===== src/rtl/fifo_rd_block_pkg.sv =====
// Shared definitions for the async FIFO read/write control blocks.
// Latency: n/a (types, defaults and pure functions only).
// Backpressure: n/a.
package fifo_rd_block_pkg;

    localparam int ADDR_WIDTH_DEF = 3;
    localparam int BUS_WIDTH_DEF  = 8;
    localparam int DEPTH_DEF      = 1 << ADDR_WIDTH_DEF;
    localparam int AE_TH_DEF      = 1;

    // Binary to reflected Gray code. Callers truncate the result to their
    // pointer width; the upper bits are zero for any narrower input.
    function automatic logic [31:0] bin2gray(input logic [31:0] bin);
        return bin ^ (bin >> 1);
    endfunction

endpackage


===== src/rtl/fifo_rd_block_grey_bin.sv =====
// Gray-to-binary decoder, inverse of bin2gray.
// Latency: purely combinational (XOR prefix from the MSB down).
// Backpressure: n/a.
// Ports: gray_i  Gray-coded input, WIDTH bits
//        bin_o   binary equivalent, WIDTH bits
module grey_bin #(
    parameter int WIDTH = 4
) (
    input  logic [WIDTH-1:0] gray_i,
    output logic [WIDTH-1:0] bin_o
);

    // bin[i] is the XOR of all Gray bits at position i and above; computed
    // from the shifted input so no bit depends on another output bit.
    always_comb begin
        bin_o = '0;
        for (int i = 0; i < WIDTH; i++) begin
            bin_o[i] = ^(gray_i >> i);
        end
    end

endmodule


===== src/rtl/fifo_rd_block.sv =====
// Read-side control of the async FIFO: read pointer, empty, occupancy, read data register.
// Latency: 1 cycle from an accepted request (read_enable) to r_data/r_valid.
// Backpressure: requests while empty are dropped and flagged in sticky r_underflow.
// Ports: r_clk/r_rst clock and sync active-high reset; r_en read request;
//        wptr_sync synchronized Gray write pointer; mem_rdata/r_addr memory read port;
//        rptr_out Gray read pointer to write domain; read_enable qualified pop;
//        r_empty/r_almost_empty/r_count occupancy status; r_data/r_valid popped word;
//        r_underflow sticky read-while-empty flag.
module fifo_rd_block
    import fifo_rd_block_pkg::*;
#(
    parameter int ADDR_WIDTH = ADDR_WIDTH_DEF,
    parameter int bus_width  = BUS_WIDTH_DEF,
    parameter int AE_TH      = AE_TH_DEF
) (
    input  logic                  r_clk,
    input  logic                  r_rst,
    input  logic                  r_en,
    input  logic [ADDR_WIDTH:0]   wptr_sync,
    input  logic [bus_width-1:0]  mem_rdata,
    output logic [ADDR_WIDTH-1:0] r_addr,
    output logic [ADDR_WIDTH:0]   rptr_out,
    output logic                  read_enable,
    output logic                  r_empty,
    output logic                  r_almost_empty,
    output logic [ADDR_WIDTH:0]   r_count,
    output logic [bus_width-1:0]  r_data,
    output logic                  r_valid,
    output logic                  r_underflow
);

    localparam int PW    = ADDR_WIDTH + 1;
    localparam int DEPTH = 1 << ADDR_WIDTH;
    // Thresholds above DEPTH behave like DEPTH (almost-empty always set).
    localparam int AE_CLAMP = (AE_TH > DEPTH) ? DEPTH : AE_TH;
    localparam logic [ADDR_WIDTH:0] AE_TH_W = PW'(AE_CLAMP);

    logic [ADDR_WIDTH:0]  rbin_q, rbin_d;
    logic [ADDR_WIDTH:0]  rptr_q, rptr_d;
    logic [ADDR_WIDTH:0]  wbin;
    logic [bus_width-1:0] r_data_q, r_data_d;
    logic                 r_valid_q, r_valid_d;
    logic                 r_underflow_q, r_underflow_d;

    grey_bin #(.WIDTH(PW)) u_wptr_dec (
        .gray_i (wptr_sync),
        .bin_o  (wbin)
    );

    // Both compared pointers are registered Gray values, so the empty flag
    // is glitch-free and tracks a same-cycle wptr_sync advance directly.
    assign r_empty     = (rptr_q == wptr_sync);
    assign read_enable = r_en && !r_empty;

    // Stale wptr_sync can only lag the real write pointer, so this never over-reports.
    assign r_count        = wbin - rbin_q;
    assign r_almost_empty = (r_count <= AE_TH_W);

    always_comb begin
        rbin_d        = rbin_q + PW'(read_enable);
        rptr_d        = PW'(bin2gray(32'(rbin_d)));
        r_data_d      = read_enable ? mem_rdata : r_data_q;
        r_valid_d     = read_enable;
        r_underflow_d = r_underflow_q | (r_en & r_empty);
    end

    always_ff @(posedge r_clk) begin
        if (r_rst) begin
            rbin_q        <= '0;
            rptr_q        <= '0;
            r_data_q      <= '0;
            r_valid_q     <= 1'b0;
            r_underflow_q <= 1'b0;
        end else begin
            rbin_q        <= rbin_d;
            rptr_q        <= rptr_d;
            r_data_q      <= r_data_d;
            r_valid_q     <= r_valid_d;
            r_underflow_q <= r_underflow_d;
        end
    end

    assign r_addr      = rbin_q[ADDR_WIDTH-1:0];
    assign rptr_out    = rptr_q;
    assign r_data      = r_data_q;
    assign r_valid     = r_valid_q;
    assign r_underflow = r_underflow_q;

endmodule

===== config.mk =====
export PLATFORM = sky130hd
export DESIGN_NAME = fifo_rd_block
export DESIGN_NICKNAME = d
export VERILOG_FILES = /design/src/rtl/fifo_rd_block_pkg.sv /design/src/rtl/fifo_rd_block_grey_bin.sv /design/src/rtl/fifo_rd_block.sv
export SDC_FILE = /design/constraint.sdc
export NUM_CORES = 1
export LEC_CHECK = 0
export CORE_MARGIN = 3
export CORE_UTILIZATION = 39
export DETAILED_ROUTE_END_ITERATION = 10
export GPL_ROUTABILITY_DRIVEN = 0
export PLACE_DENSITY = 0.88
export SLEW_MARGIN = 15
export SYNTH_ARGS = -nofsm -noshare
export SYNTH_HDL_FRONTEND = slang
export SYNTH_SLANG_ARGS = --single-unit

===== constraint.sdc =====
create_clock -name r_clk -period 2.6 [get_ports r_clk]
set_input_delay 0.39 -clock r_clk [delete_from_list [all_inputs] [get_ports r_clk]]
set_output_delay 0.39 -clock r_clk [all_outputs]
set_load 0.02 [all_outputs]

# Yosys cells after proc, flatten, opt, wreduce, memory -nomap -nowiden
# Cells that the tools add are included.
dict set report classes {
  addsub 2
  order_cmp 1
  eq_ne 1
  bitwise 3
  reduce_logical 6
}
# cell count
set ops {}
lappend ops {{parity 4 bit} 4}
lappend ops {{adder 4 x 1 -> 4 bit} 1}
lappend ops {{equality test 4 bit} 1}
lappend ops {{less-or-equal comparator 4 x 1 -> 1 bit, second input constant} 1}
lappend ops {{subtractor 4 bit} 1}
lappend ops {{bitwise XOR 4 x 3 -> 4 bit} 1}
lappend ops {{AND 1 bit} 1}
lappend ops {{logical AND 1 bit} 1}
lappend ops {{logical NOT 1 bit} 1}
lappend ops {{bitwise OR 1 bit} 1}
dict set report totals {
  ff_bits 18
  input_bits 15
  out_inout_bits 24
  word_cells 18
}

# Longest topological paths before layout
# Gate-level depths: netlist (run 1).
dict set report logic_depth {
  ltp_word 5
  depth_mapped 9
  ltp_nobuf 8
}

# Hierarchy
# A second synthesis (run 1) with hierarchy kept.
dict set report hier_totals {
  cells_unflattened 87
  area_unflattened_um2 849.6
}
# module instances cells_per_inst area_each_um2 seq_area_each_um2
set by_module_without_submodules {}
lappend by_module_without_submodules {fifo_rd_block 1 82 799.5 340.3}
lappend by_module_without_submodules {grey_bin 1 5 50.0 0.0}

# Worst setup path after synthesis (run 1)
# OpenSTA, ideal clock, no wires.
dict set report synth_timing {
  path_type {input to output}
  from {in wptr_sync[2]}
  to {out r_almost_empty}
  arrival_time_ns 2.398
  required_time_ns 2.210
  path_slack_ns -0.188
  cell_stages 7
  n_path_buf 0
  path_cell_list {xor2_1 > xnor2_1 > xor2_1 > ha_1 > fa_1 > xnor2_1 > a211oi_1}
}
dict set report synth_between {
  elab_chain_len 3
  elab_cells_between_ends 5
  cone_classes {1 x add/sub; 1 x order compare; 3 x reduce/logical}
}
# item line
set synth_rtl {}
lappend synth_rtl {{start: declaration} fifo_rd_block.sv:19} ;# input logic [ADDR_WIDTH:0] wptr_sync,
lappend synth_rtl {{parity 4 bit} fifo_rd_block_grey_bin.sv:18} ;# bin_o[i] = ^(gray_i >> i);
lappend synth_rtl {{subtractor 4 bit (*)} fifo_rd_block.sv:56} ;# assign r_count = wbin - rbin_q;
lappend synth_rtl {{net r_count[2]} fifo_rd_block.sv:26} ;# output logic [ADDR_WIDTH:0] r_count,
lappend synth_rtl {{less-or-equal comparator 4 x 1 -> 1 bit (*)} fifo_rd_block.sv:57} ;# assign r_almost_empty = (r_count <= AE_TH_W);
lappend synth_rtl {{end: declaration} fifo_rd_block.sv:25} ;# output logic r_almost_empty,
# The timed path passes the listed nets; every way through them passes the cells marked *.

# Final worst setup path (run 1)
dict set report layout_timing {
  from {in wptr_sync[2]}
  to {out r_almost_empty}
}
dict set report layout_between {
  elab_chain_len 3
  elab_cells_between_ends 5
  cone_classes {1 x add/sub; 1 x order compare; 3 x reduce/logical}
}
# item line
set layout_rtl {}
lappend layout_rtl {{parity 4 bit} fifo_rd_block_grey_bin.sv:18}
lappend layout_rtl {{subtractor 4 bit (*)} fifo_rd_block.sv:56}
lappend layout_rtl {{less-or-equal comparator 4 x 1 -> 1 bit (*)} fifo_rd_block.sv:57}
# Every way passes the cells marked *; elsewhere a longest branch is shown, timed or not.

==> results of run 1 <==
[worst max path at each step]
stage                  from              to
6_report       wptr_sync[2]  r_almost_empty
4_1_cts        wptr_sync[3]  r_almost_empty
5_1_grt        wptr_sync[2]  r_almost_empty
3_3_place_gp   wptr_sync[3]  r_almost_empty
3_5_place_dp   wptr_sync[3]  r_almost_empty
2_1_floorplan  wptr_sync[2]  r_almost_empty
[layout make-up]
| type | count | area [um^2] | area share, % |
|---|---|---|---|
| Timing Repair Buffer | 52 | 456.7 | 33.99 |
| Inverter | 7 | 26.28 | 1.955 |
| Multi-Input combinational cell | 57 | 461.7 | 34.36 |
| Clock buffer | 3 | 22.52 | 1.676 |
| Clock inverter | 1 | 5.005 | 0.3724 |
| Sequential cell | 17 | 340.3 | 25.33 |
| Tap cell | 25 | 31.28 | 2.328 |
[through the flow]
stage	total power, W	util [%]	worst slack, ns	instance area, um^2	hold WS [ns]
after CTS	0.0007338	72.19	-0.07200	1341	0.4930
after global routing	0.0007714	72.32	-0.001674	1344	0.5319
after detailed placement	0.0006016	70.24	-0.8350	1305	0.4691
after floorplan	0.0004562	-	0.03894	822.0	0.5307
after global placement	0.0005913	70.24	-0.7672	1305	0.4519
final	0.0007236	72.32	0.1339	1344	0.4828
[worst min-delay path, stage by stage (launching register included)]
cell,delay [ns]
dfxtp_1,0.34
a21oi_1,0.05
nor2_1,0.07
[synth_stat cells]
| cell type | n |
|---|---|
| a211oi_1 | 1 |
| a21o_1 | 1 |
| a21oi_1 | 2 |
| and2_1 | 1 |
| and3_1 | 1 |
| buf_6 | 1 |
| clkbuf_1 | 2 |
| dfxtp_1 | 17 |
| fa_1 | 1 |
| ha_1 | 5 |
| inv_1 | 7 |
| mux2i_1 | 8 |
| nand2_1 | 1 |
| nand3_1 | 2 |
| nor2_1 | 14 |
| nor2b_1 | 3 |
| nor3_1 | 1 |
| nor4_1 | 1 |
| o21ai_0 | 1 |
| o41ai_2 | 1 |
| xnor2_1 | 4 |
| xor2_1 | 9 |
[timing repair]
item / in CTS / in global routing
setup endpoints to repair: 7 / 4
pin swaps: 2 / 5
gates resized for setup: 28 / 5
buffers inserted: 1 / 1
[state kept, by name, indices dropped and copies added (netlist names)]
| signal | flops |
|---|---|
| r_data | 8 |
| rbin_q | 4 |
| rptr_out | 3 |
| r_underflow | 1 |
| r_valid | 1 |
[report_power, final]
part           switching, W  internal, W
Combinational      0.000148     0.000145
Sequential        0.0000119     0.000280
Clock             0.0000814    0.0000573
Total              0.000241     0.000483
[layer usage]
| layer | wire length (um) | up-vias | global-route usage (%) | share of wire [%] |
|---|---|---|---|---|
| met4 | 46 | 0 | 10.48 | 2.4 |
| met1 | 748 | 344 | 16.61 | 39 |
| met2 | 970 | 34 | 31.36 | 51 |
| met3 | 133 | 5 | 3.725 | 7.0 |
| met5 | 0 | - | 0 | 0 |
| li1 | - | 378 | - | - |
[logic make-up after synthesis]
group	count (synthesis)	share of synthesized area, %
multiplexers	8	9.801
AND/OR/NAND/NOR	24	13.32
flip-flops	17	41.65
adder cells (fa/ha/maj)	6	10.11
AO/OA/AOI/OAI	6	5.667
XOR/XNOR	13	13.94
buffers and inverters	10	5.514
[cell usage in the layout, fill, tap and decap left out, types with 3 or more instances in the layout]
cell / instances
buf_2: 3
buf_4: 15
clkbuf_4: 3
clkdlybuf4s50_1: 28
dfxtp_1: 17
dlygate4sd2_1: 3
ha_1: 4
inv_1: 7
mux2i_1: 8
nor2_1: 14
nor2b_1: 3
xor2_1: 8
==> run_results.csv, run 1 <==
group,metric,value,unit
outcome,status,"completed",
logic_synthesis,netlist_area,817.0,um^2
sta,period_needed,2.466,ns
clock_tree,clk_path_buf_depth,2,
sta,grt_setup_unrepaired,"yes",
setup_path,rr_worst_depth,8,
die,core-area,0.001858,mm^2
route,route.detailed.drc,0,
cells_and_area,instances_no_fill,162,
route,drt-total-wl,1899,um
setup_path,r2r_end,"rptr_out[1]",
setup_path,crit_buf_inv,3,
setup_path,crit_slowest_cell,"fa_1",
logic_synthesis,ys_seq_area_share,41.65,%
route,avgViaCountPerCell,4.698,
logic_synthesis,ys_seq_elements,17,
route,wl_per_cell,11.72,um
die,die-area,0.002680,mm^2
die,die_y,51.77,um
sta,finClkSkew,0.007425,ns
grt,grt_max_degree,18,
die,dieWidth,51.77,um
hold_path,hold_class,"flop to flop",
clock_tree,numCtsBuffers,3,
hold_path,hold_end,"r_underflow",
placed_design,portBuffers,38,
route,postRouteAntennaNets,0,
logic_synthesis,synthTopCellsByArea,"dfxtp_1 42%, mux2i_1 9.8%, xor2_1 9.6%",
setup_path,cp_slowest_stage_delay,0.47,ns
logic_synthesis,synth.avg_cell_area,9.727,um^2
logic_synthesis,netlist_instances,84,
logic_synthesis,synth_top_area_cell,"dfxtp_1",
cells_and_area,n_antenna_cell,0,
sta,tightest_slew,0.5616,ns
power_and_ir_drop,powerDensity,538.5,mW/mm^2
placed_design,place.detailed.hpwl,1544,um
setup_path,path_max_fanout,3,
route,dr.pass1.iters,4,
grt,track_usage,16.83,%
setup_path,cp.depth,9,
power_and_ir_drop,p_leak,0.6349,nW
setup_path,path_delay_family,"adder cells",
clock_tree,tritoncts,"done",
clock_tree,cts.sinks,17,
cells_and_area,fillers,143,
sta,final_hold_viol_count,0,
setup_path,crit_path_start_kind,"primary input",
clock_tree,htree_num_levels,1,
die,rows,15,
sta,slew_violations,0,
setup_path,r2r_setup_slack,0.44,ns
route,vias,761,
route,drt_iter0_drc,2,
logic_synthesis,syn_nets,105,
job,drv_cap,0,
logic_synthesis,synth.yosys.warnings,0,
sta,period_share,94.85,%
clock_tree,clk_latency,0.29,ns
clock_tree,cts_root_buffer,"clkbuf_4",
clock_tree,cts_hold_buf,0,
sta,max_slew_margin,62.44,%
setup_path,setup.worst_path.end_class,"output pin",
sta,tns,0,ns
sta,setup_violations,0,
grt,first_global_vias,803,
logic_synthesis,synth_cell_types,22,
clock_tree,clk_pin_slew,0.10,ns
cells_and_area,syn_to_final_growth,64.47,%
cells_and_area,layout-drive-gt1-share,21.90,%
power_and_ir_drop,ir_drop,0.4722,mV
setup_path,cp.required,2.21,ns
sta,max_freq,405.5,MHz
setup_path,r2r_start,"rbin_q[3]",
placed_design,dp_cells,156,
cells_and_area,layout.nets,159,
grt,gr-total-overflow,0,
die,io_pins,39,
logic_synthesis,synth_top_area_share,41.65,%
hold_path,whs_path_depth,2,
die,start_util,43.97,%
setup_path,critPathKind,"primary input to output pin",
hold_path,min-delay-start,"r_underflow",
setup_path,path_cells,"clkbuf_2 -> xor2_2 -> xnor2_2 -> xor2_1 -> ha_2 -> fa_1 -> inv_1 -> a211oi_2 -> buf_4",
grt,antenna_found_initial,0,
setup_path,cp.arrival,2.08,ns
grt,grt_pass1_wl,3305,um
(Power assumes the default switching activity.)
==> run 2, diff against run 1 <==
--- a/config.mk
+++ b/config.mk
@@ -7,6 +7,7 @@
 export LEC_CHECK = 0
 export CORE_MARGIN = 3
 export CORE_UTILIZATION = 39
+export CTS_CLUSTER_DIAMETER = 60
 export DETAILED_ROUTE_END_ITERATION = 10
 export GPL_ROUTABILITY_DRIVEN = 0
 export PLACE_DENSITY = 0.88
==> results of run 2 <==
No change in the layout: final DEF, timing and power equal those of run 1.
==> run 3, diff against run 2 <==
--- a/config.mk
+++ b/config.mk
@@ -11,6 +11,7 @@
 export DETAILED_ROUTE_END_ITERATION = 10
 export GPL_ROUTABILITY_DRIVEN = 0
 export PLACE_DENSITY = 0.88
+export SKIP_LAST_GASP = 1
 export SLEW_MARGIN = 15
 export SYNTH_ARGS = -nofsm -noshare
 export SYNTH_HDL_FRONTEND = slang
==> results of run 3 <==
No change in the layout: final DEF, timing and power equal those of run 1.
